[src/rtl/multicycle_ctrl.sv]
`default_nettype none
// ============================================================================
// Module      : multicycle_ctrl
// Description : Multi-cycle fetch/decode/execute/memory/writeback sequencer
//               for an RV64I core sharing one datapath and one memory port.
// Revision    : 1.0 - initial release
// ============================================================================
module multicycle_ctrl #(
   parameter int NONE_STATE_W = 3
) (
   input  logic                    clk,
   input  logic                    rstn,
   input  logic [31:0]             inst,
   input  logic                    branch_taken,
   input  logic                    mem_ready,
   output logic                    mem_req,
   output logic                    mem_we,
   output logic                    mem_is_fetch,
   output logic                    ir_write,
   output logic                    pc_write,
   output logic [1:0]              pc_src,
   output logic [2:0]              immgen_op,
   output logic                    alu_src_a,
   output logic                    alu_src_b,
   output logic                    reg_write,
   output logic [1:0]              wb_sel,
   output logic                    csr_we,
   output logic                    illegal,
   output logic [NONE_STATE_W-1:0] state
);

   typedef enum logic [2:0] {
      S_IDLE   = 3'd0,
      S_FETCH  = 3'd1,
      S_DECODE = 3'd2,
      S_EXEC   = 3'd3,
      S_MEM    = 3'd4,
      S_WB     = 3'd5,
      S_TRAP   = 3'd6
   } state_t;

   typedef enum logic [3:0] {
      CL_OP     = 4'd0,
      CL_OPIMM  = 4'd1,
      CL_LOAD   = 4'd2,
      CL_STORE  = 4'd3,
      CL_BRANCH = 4'd4,
      CL_LUI    = 4'd5,
      CL_AUIPC  = 4'd6,
      CL_JAL    = 4'd7,
      CL_JALR   = 4'd8,
      CL_CSR    = 4'd9,
      CL_ILL    = 4'd10
   } cls_t;

   localparam logic [6:0] c_opc_load     = 7'b0000011;
   localparam logic [6:0] c_opc_op_imm   = 7'b0010011;
   localparam logic [6:0] c_opc_op_imm32 = 7'b0011011;
   localparam logic [6:0] c_opc_jalr     = 7'b1100111;
   localparam logic [6:0] c_opc_store    = 7'b0100011;
   localparam logic [6:0] c_opc_branch   = 7'b1100011;
   localparam logic [6:0] c_opc_lui      = 7'b0110111;
   localparam logic [6:0] c_opc_auipc    = 7'b0010111;
   localparam logic [6:0] c_opc_jal      = 7'b1101111;
   localparam logic [6:0] c_opc_system   = 7'b1110011;
   localparam logic [6:0] c_opc_op       = 7'b0110011;
   localparam logic [6:0] c_opc_op32     = 7'b0111011;

   state_t r_state;
   cls_t   r_cls;
   cls_t   w_dec_cls;
   cls_t   w_cls;
   state_t w_next;
   logic   w_unused_inst;

   function automatic logic [2:0] imm_of(input cls_t c);
      case (c)
         CL_OPIMM, CL_LOAD, CL_JALR: imm_of = 3'd1;
         CL_STORE:                   imm_of = 3'd2;
         CL_BRANCH:                  imm_of = 3'd3;
         CL_LUI, CL_AUIPC:           imm_of = 3'd4;
         CL_JAL:                     imm_of = 3'd5;
         CL_CSR:                     imm_of = 3'd6;
         default:                    imm_of = 3'd0;
      endcase
   endfunction

   function automatic logic [1:0] wb_of(input cls_t c);
      case (c)
         CL_LOAD:         wb_of = 2'd1;
         CL_JAL, CL_JALR: wb_of = 2'd2;
         CL_LUI:          wb_of = 2'd3;
         default:         wb_of = 2'd0;
      endcase
   endfunction

   always_comb begin
      w_dec_cls = CL_ILL;
      case (inst[6:0])
         c_opc_load:                    w_dec_cls = CL_LOAD;
         c_opc_op_imm, c_opc_op_imm32:  w_dec_cls = CL_OPIMM;
         c_opc_jalr:                    w_dec_cls = CL_JALR;
         c_opc_store:                   w_dec_cls = CL_STORE;
         c_opc_branch:                  w_dec_cls = CL_BRANCH;
         c_opc_lui:                     w_dec_cls = CL_LUI;
         c_opc_auipc:                   w_dec_cls = CL_AUIPC;
         c_opc_jal:                     w_dec_cls = CL_JAL;
         c_opc_system:                  w_dec_cls = (inst[14:12] != 3'd0) ? CL_CSR : CL_ILL;
         c_opc_op, c_opc_op32:          w_dec_cls = CL_OP;
         default:                       w_dec_cls = CL_ILL;
      endcase
   end

   // The class is only trusted from inst during DECODE; afterwards the latched copy is used.
   assign w_cls         = (r_state == S_DECODE) ? w_dec_cls : r_cls;
   assign w_unused_inst = ^{inst[31:15], inst[11:7]};

   always_comb begin
      w_next = r_state;
      case (r_state)
         S_IDLE:   w_next = S_FETCH;
         S_FETCH:  w_next = mem_ready ? S_DECODE : S_FETCH;
         S_DECODE: w_next = (w_dec_cls == CL_ILL) ? S_TRAP : S_EXEC;
         S_EXEC: begin
            if (w_cls == CL_LOAD || w_cls == CL_STORE) w_next = S_MEM;
            else if (w_cls == CL_BRANCH)               w_next = S_FETCH;
            else                                       w_next = S_WB;
         end
         S_MEM: begin
            if (mem_ready) w_next = (w_cls == CL_LOAD) ? S_WB : S_FETCH;
         end
         S_WB:     w_next = S_FETCH;
         S_TRAP:   w_next = S_TRAP;
         default:  w_next = S_IDLE;
      endcase
   end

   // Moore outputs are registered from the next state so they line up with r_state.
   always_ff @(posedge clk or negedge rstn) begin
      if (!rstn) begin
         r_state      <= S_IDLE;
         r_cls        <= CL_OP;
         mem_req      <= 1'b0;
         mem_we       <= 1'b0;
         mem_is_fetch <= 1'b0;
         alu_src_a    <= 1'b0;
         alu_src_b    <= 1'b0;
         reg_write    <= 1'b0;
         wb_sel       <= 2'd0;
         csr_we       <= 1'b0;
         illegal      <= 1'b0;
      end else begin
         r_state      <= w_next;
         if (r_state == S_DECODE) r_cls <= w_dec_cls;
         mem_req      <= (w_next == S_FETCH) || (w_next == S_MEM);
         mem_is_fetch <= (w_next == S_FETCH);
         mem_we       <= (w_next == S_MEM) && (w_cls == CL_STORE);
         alu_src_a    <= (w_next == S_EXEC) && (w_cls == CL_AUIPC);
         alu_src_b    <= (w_next == S_EXEC) &&
                         (w_cls inside {CL_OPIMM, CL_LOAD, CL_STORE, CL_JALR, CL_LUI, CL_AUIPC});
         reg_write    <= (w_next == S_WB);
         wb_sel       <= (w_next == S_WB) ? wb_of(w_cls) : 2'd0;
         csr_we       <= (w_next == S_WB) && (w_cls == CL_CSR);
         illegal      <= (w_next == S_TRAP);
      end
   end

   // Strobes qualified by the same-cycle handshake or branch compare.
   always_comb begin
      ir_write  = (r_state == S_FETCH) && mem_ready;
      pc_write  = 1'b0;
      pc_src    = 2'd0;
      immgen_op = 3'd0;
      if (r_state inside {S_DECODE, S_EXEC, S_MEM, S_WB}) immgen_op = imm_of(w_cls);
      case (r_state)
         S_EXEC: begin
            if (w_cls == CL_BRANCH) begin
               pc_write = 1'b1;
               pc_src   = {1'b0, branch_taken};
            end
         end
         S_MEM: begin
            pc_write = mem_ready && (w_cls == CL_STORE);
         end
         S_WB: begin
            pc_write = 1'b1;
            if (w_cls == CL_JAL)       pc_src = 2'd1;
            else if (w_cls == CL_JALR) pc_src = 2'd2;
         end
         default: ;
      endcase
   end

   assign state = NONE_STATE_W'(r_state);

endmodule
`default_nettype wire

[config.mk]
export PLATFORM = sky130hd
export DESIGN_NAME = multicycle_ctrl
export DESIGN_NICKNAME = d
export VERILOG_FILES = /design/src/rtl/multicycle_ctrl.sv
export SDC_FILE = /design/constraint.sdc
export NUM_CORES = 1
export LEC_CHECK = 0
export ABC_AREA = 1
export CORE_ASPECT_RATIO = 2
export CORE_UTILIZATION = 43
export CTS_CLUSTER_DIAMETER = 40
export DETAILED_ROUTE_END_ITERATION = 7
export PLACE_DENSITY = 0.81
export SYNTH_ARGS = -nofsm -noshare
export SYNTH_HDL_FRONTEND = slang
export SYNTH_SLANG_ARGS = --single-unit
[constraint.sdc]
create_clock -name clk -period 2.4 [get_ports clk]
set_input_delay 0.24 -clock clk [delete_from_list [all_inputs] [get_ports clk]]
set_output_delay 0.24 -clock clk [all_outputs]
set_load 0.02 [all_outputs]
==> impl_metrics.ini, run 1 <==
[synthesis]
ys_seq_area_frac = 0.320
synth_most_common_cell = nand2_1
synth.top_cells.by_count = nand2_1, nor2_1, inv_1, dfrtp_1, nand3_1
synth_edf_count = 0
synth_top_area_cell = dfrtp_1
synthesis.area_um2 = 1330
async_reset_ff_frac = 1.00
synth_top_area_share = 0.320
synth_fp_nets = 215
yosysUniqueCellTypes = 32
syn_inst = 174
yosysWarningCount = 0
syn_avg_cell_area_um2 = 7.64
synthFlopType = dfrtp_1
synth_area_leaders = dfrtp_1, nand2_1, nor2_1
synth_seq_cells = 17

[timing]
tightest_slew_ns = 0.794
max_slew_margin = 0.469
timing.final.ws_setup_ns = -0.0174
fmax_mhz = 414
fin_skew_ns = 0.00942
rsz0062_at_grt = true
setup_viol_count_final = 1
period_minus_slack_ns = 2.42
drv_slew = 0
finalHoldViolCount = 0
finalCritPeriodShare = 1.01

[placed_design]
dpl_cell_area_um2 = 1940
hpwlAfterDp_um = 2710
gp_congestion = 0.910
io_buffers = 33

[clock_network]
root_buffer = clkbuf_8
ctsHoldBuffers = 0
cts_tree = yes
clk_latency_ns = 0.26
htree_levels = 1
clkTransAtPathRegs_ns = 0.08
cts_buffers = 3
cts_buffer_depth = 2
cts_sinks = 17

[critical_path]
path_cells = dlygate4sd2_1 > nand2_4 > nor2_2 > nand2_2 > nand2_2 > nor2_1 > nand4_1 > o21ai_4 > buf_6 > ha_4 > buf_6 > nand2_4 > a31oi_4 > buf_6
worst_path_max_delay_cell = dlygate4sd2_1
crit_family = simple AND/OR/NAND/NOR gates
crit_arrival_ns = 2.18
path_max_fanout = 4
crit_path_frequent_cell = buf_6
cp-end-kind = output pin
cp.buffers_inverters = 4
crit_path_max_incr_delay_ns = 0.26
critical_path_class = primary input to output pin
r2r_setup_slack_ns = 0.21
ff2ff_path_depth = 14
startpoint_type = primary input
r2r_end = mem_req$_DFF_PN0_
cp_data_required_time_ns = 2.16
reg2reg_from = state[1]$_DFF_PN0_

[grt]
grt_pass1_wl_um = 6290
grt_usage = 0.280
grt_max_degree = 18
antenna_found_initial = 0
grt.overflow.total = 0
grt_pass1_vias = 1509

[final_layout]
drive_above_1_share = 0.580
fillers = 186
seqCellArea_um2 = 425
area_growth_pct = 78.2
finish.instance_area_um2 = 2370
nNetsFinal = 304
antenna_cells = 0
multi_input_area_um2 = 1040

[hold_path]
holdCritPathClass = primary input to asynchronous set/reset pin

[detailed_routing]
drtPass1Iterations = 4
remaining_drc_errors = 0
vias = 1546
drt.antenna.violating_nets = 0
wl_um = 4620
wire_per_inst_um = 15.8
initialDrtViolationCount = 44
via_per_inst = 5.29

[outcome]
outcome = finished with violations
violations = negative setup slack

[die]
io_pins = 56
num_rows = 28
fp.dieH_um = 80.6
initial_utilization = 0.452
die_x_um = 41.3
fp.dieArea_um2 = 3330
coreArea_um2 = 2940

[run]
cap_violations = 0

[pwr]
p_per_area_nw_per_um2 = 1190
power.total_w = 0.00282
ir_worst_vdd_mv = 0.926
p_leak_nw = 1.16
registers in the layout, summed over array words and instances (netlist names):
signal	flops
mem_req	1
mem_is_fetch	1
r_cls	4
wb_sel	2
reg_write	1
alu_src_b	1
illegal	1
alu_src_a	1
csr_we	1
mem_we	1
state	3
area by class of cell:
cell class / instances / share of cell area
multi-input combinational: 127 / 0.439
timing repair buffer: 84 / 0.294
sequential: 17 / 0.180
inverter: 30 / 0.0518
clock buffer: 3 / 0.0174
tap: 30 / 0.0158
clock inverter: 1 / 0.00211
how the worst max path moves through the flow:
stage / from / end / slack (ns) / cells after the start
after global routing: inst[0] / immgen_op[0] / -0.12 / 13
after detailed placement: inst[4] / immgen_op[0] / -0.77 / 14
after CTS: inst[6] / immgen_op[0] / 0.005 / 15
after floorplan: state[1]$_DFF_PN0_ / immgen_op[0] / 0.08 / 10
final: inst[0] / immgen_op[1] / -0.02 / 14
after global placement: inst[4] / immgen_op[0] / -0.75 / 14
cells in the final DEF (no fill, tap or decap), drive strengths merged, types with 3 or more instances in the layout:
master	count
a21oi	3
buf	58
clkbuf	6
clkdlybuf4s50	20
dfrtp	17
ha	5
inv	30
nand2	49
nand3	13
nand4	4
nor2	34
nor3	6
o21ai	5
or2	3
logic make-up after synthesis:
family / after synthesis / share of synthesized area
and+or+nand+nor: 110 / 0.483
buffers and inverters: 30 / 0.0904
DFF: 17 / 0.320
AOI/OAI and AO/OA: 12 / 0.0593
adders and majority gates: 5 / 0.0471
per-stage QoR:
stage / std cells / setup WS, ns / hold slack, ns / utilization / setup TNS (ns)
after floorplan: 174 / 0.0848 / -0.0556 / - / 0
after global placement: 269 / -0.747 / 0.575 / 0.660 / -6.02
after detailed placement: 269 / -0.772 / 0.590 / 0.660 / -6.60
after CTS: 288 / 0.00535 / 0.460 / 0.752 / 0
after global routing: 292 / -0.124 / 0.516 / 0.805 / -0.461
final: 292 / -0.0174 / 0.438 / 0.805 / -0.0174
power breakdown:
part / switching [W] / internal, W
sequential: 0.0000537 / 0.000380
combinational: 0.00120 / 0.000970
clock: 0.000107 / 0.000116
timing repair:
action                     in CTS  in global routing
cloned                          0                  0
pin swaps                      20                 18
setup endpoints to repair      11                 15
gates resized for setup        76                 45
setup buffers                  16                  4
hold endpoints to repair        0                  0
per-layer routing:
metal  global-route usage  vias up  routed length, um
li1                     -      720                  -
met1                0.240      737               1530
met2                0.527       63               2630
met3               0.0249       26                160
met4                0.181        0                306
met5                    0        -                  0
worst register-to-register path: stages (launching register included):
cell and delay [ns]:
dfrtp_1 0.37, inv_2 0.06, nor2_4 0.14, inv_4 0.06, nor2_8 0.15, nand4_1 0.20
o21ai_4 0.15, inv_2 0.09, ha_4 0.17, buf_4 0.14, o21ai_4 0.17, nand2_4 0.07
nand2_4 0.08, nand3_4 0.11, o21ai_1 0.15
Note: power is estimated with default switching activity, not from simulation.
==> inputs of run 2 (changes only) <==
- HOLD_SLACK_MARGIN: default -> 0.08
- PLACE_DENSITY: 0.81 -> 0.91
==> run 2 against run 1 <==
Against the previous run: the flow now finishes without violations; total power shrank 4.7%; count of clock-buffer cells in the layout is the same; register-to-register slack gained 0.07 ns; critical path type is now flop to output pin; die area is the same; non-clock buffer count shrank 5; largest power group unchanged; global-route usage shrank 1.0 points; largest cell class unchanged; first-iteration DRC count grew 16%; wire length shrank 3.6%; setup slack gained 0.040 ns; sequential share of layout area grew 0.60 points.
==> impl_metrics.ini, run 2 (synthesis results as in run 1) <==
[outcome]
outcome = finished clean

[final_layout]
stdcell_count = 287
drive_above_1_share = 0.560
largest_reg_flops = 4
fin_util = 0.779
area_growth_pct = 72.5
fillers = 197
final_common_cell = buf_4
antenna_cells = 0
nNetsFinal = 299
top_register = r_cls
final_cell_mix = buf_4, nand2_1

[detailed_routing]
remaining_drc_errors = 0
wl_um = 4450
drt.antenna.violating_nets = 0
via_per_inst = 5.25
vias = 1507
initialDrtViolationCount = 51
drtPass1Iterations = 4
wire_per_inst_um = 15.5

[die]
die_x_um = 41.3
coreArea_um2 = 2940
io_pins = 56
fp.dieH_um = 80.6
num_rows = 28
fp.dieArea_um2 = 3330
initial_utilization = 0.452

[timing]
tightest_slew_ns = 0.768
setup_viol_count_final = 0
fmax_mhz = 421
max_slew_margin = 0.487
rsz0062_at_grt = true
drv_slew = 0
period_minus_slack_ns = 2.38
finalHoldViolCount = 0
finalCritPeriodShare = 0.990
fin_skew_ns = 0.00801

[grt]
grt_pass1_vias = 1551
grt_pass1_wl_um = 6130
grt_max_degree = 18
grt.overflow.total = 0
grt_usage = 0.269
antenna_found_initial = 0

[clock_network]
htree_levels = 1
root_buffer = clkbuf_8
cts_buffer_depth = 2
cts_buffers = 3
cts_sinks = 17
clk_latency_ns = 0.26
cts_tree = yes
clkTransAtPathRegs_ns = 0.07
ctsHoldBuffers = 0

[critical_path]
cp_data_required_time_ns = 2.16
startpoint_type = flop
critical_path_class = flop to output pin
worst_path_max_delay_cell = dfrtp_1
path_max_fanout = 6
crit_path_frequent_cell = inv_2
crit_path_max_incr_delay_ns = 0.40
crit_arrival_ns = 2.14
path_cells = inv_2 > nor2_4 > inv_4 > nor2_8 > buf_6 > or2_4 > nand2_8 > inv_6 > nor2_8 > inv_2 > nor2_4 > inv_2 > a31oi_2 > buf_4
cp-end-kind = output pin

[placed_design]
gp_congestion = 0.863
hpwlAfterDp_um = 2790
dp_cells = 267
io_buffers = 33

[run]
cap_violations = 0

[pwr]
p_per_area_nw_per_um2 = 1170
ir_worst_vdd_mv = 0.855
p_leak_nw = 1.15

[hold_path]
holdCritPathClass = primary input to asynchronous set/reset pin
[run 2: changes by cell type in the layout (fill, tap and decap cells not counted), sizes merged]
| cell | before | now |
|---|---|---|
| buf | 58 | 53 |
| clkdlybuf4s50 | 20 | 17 |
| dlymetal6s2s | 0 | 3 |
| dlygate4sd2 | 2 | 0 |
| clkbuf | 6 | 7 |
| clkdlybuf4s15 | 1 | 2 |
[run 2: area by class of cell]
cell class	instances	area [um^2]	share of cell area
clock buffers	3	41.3	0.0180
clock inverters	1	5.00	0.00218
inverters	30	120	0.0524
multi-input cells	127	1010	0.442
flip-flops and latches	17	425	0.186
well taps	30	37.5	0.0164
repair buffers	79	651	0.284
[run 2: timing repair]
| item | in CTS | in global routing |
|---|---|---|
| endpoints found under the setup margin | 13 | 15 |
| setup buffers | 12 | 4 |
| pin swaps | 18 | 19 |
| resized for setup | 69 | 46 |
[run 2: per-layer routing]
layer  track usage  wire (um)  vias to the layer above
met5             0          0                        -
met4         0.187        234                        0
met3        0.0249        144                       23
met2         0.517       2650                       62
met1         0.211       1420                      711
li1              -          -                      711
[run 2: path summary, 6_finish.rpt]
path,from,endpoint,slack [ns],depth (start not counted)
min reg2reg,r_cls[0]$_DFF_PN0_,r_cls[0]$_DFF_PN0_,0.61,2
min,rstn,wb_sel[0]$_DFF_PN0_,0.43,1
min in group clk,r_cls[0]$_DFF_PN0_,r_cls[0]$_DFF_PN0_,0.61,2
max reg2reg,state[1]$_DFF_PN0_,mem_is_fetch$_DFF_PN0_,0.28,14
max in group asynchronous,rstn,reg_write$_DFF_PN0_,1.48,1
max,state[1]$_DFF_PN0_,immgen_op[1],0.02,14
[run 2: per-stage QoR]
stage,hold slack [ns],instance area (um^2),TNS (ns),setup WS [ns],total power (W)
after global routing,0.502,2290,-0.379,-0.127,0.00285
after CTS,0.450,2170,0,0.00112,0.00248
after global placement,0.577,1930,-6.01,-0.811,0.00205
after floorplan,-0.0556,1340,0,0.0848,0.00145
final,0.432,2290,0,0.0230,0.00269
after detailed placement,0.597,1930,-6.91,-0.832,0.00209
[run 2: critical path, delay by kind of cell, from the launching register on]
kind	cells	cell delay [ns]
simple gates	6	0.67
compound gates	1	0.18
buf+inv	7	0.61
flops	1	0.40
[run 2: power breakdown]
group          switching, W  internal [W]  total, W
clock network      0.000103      0.000115  0.000218
registers         0.0000542      0.000380  0.000434
logic               0.00113      0.000908   0.00204
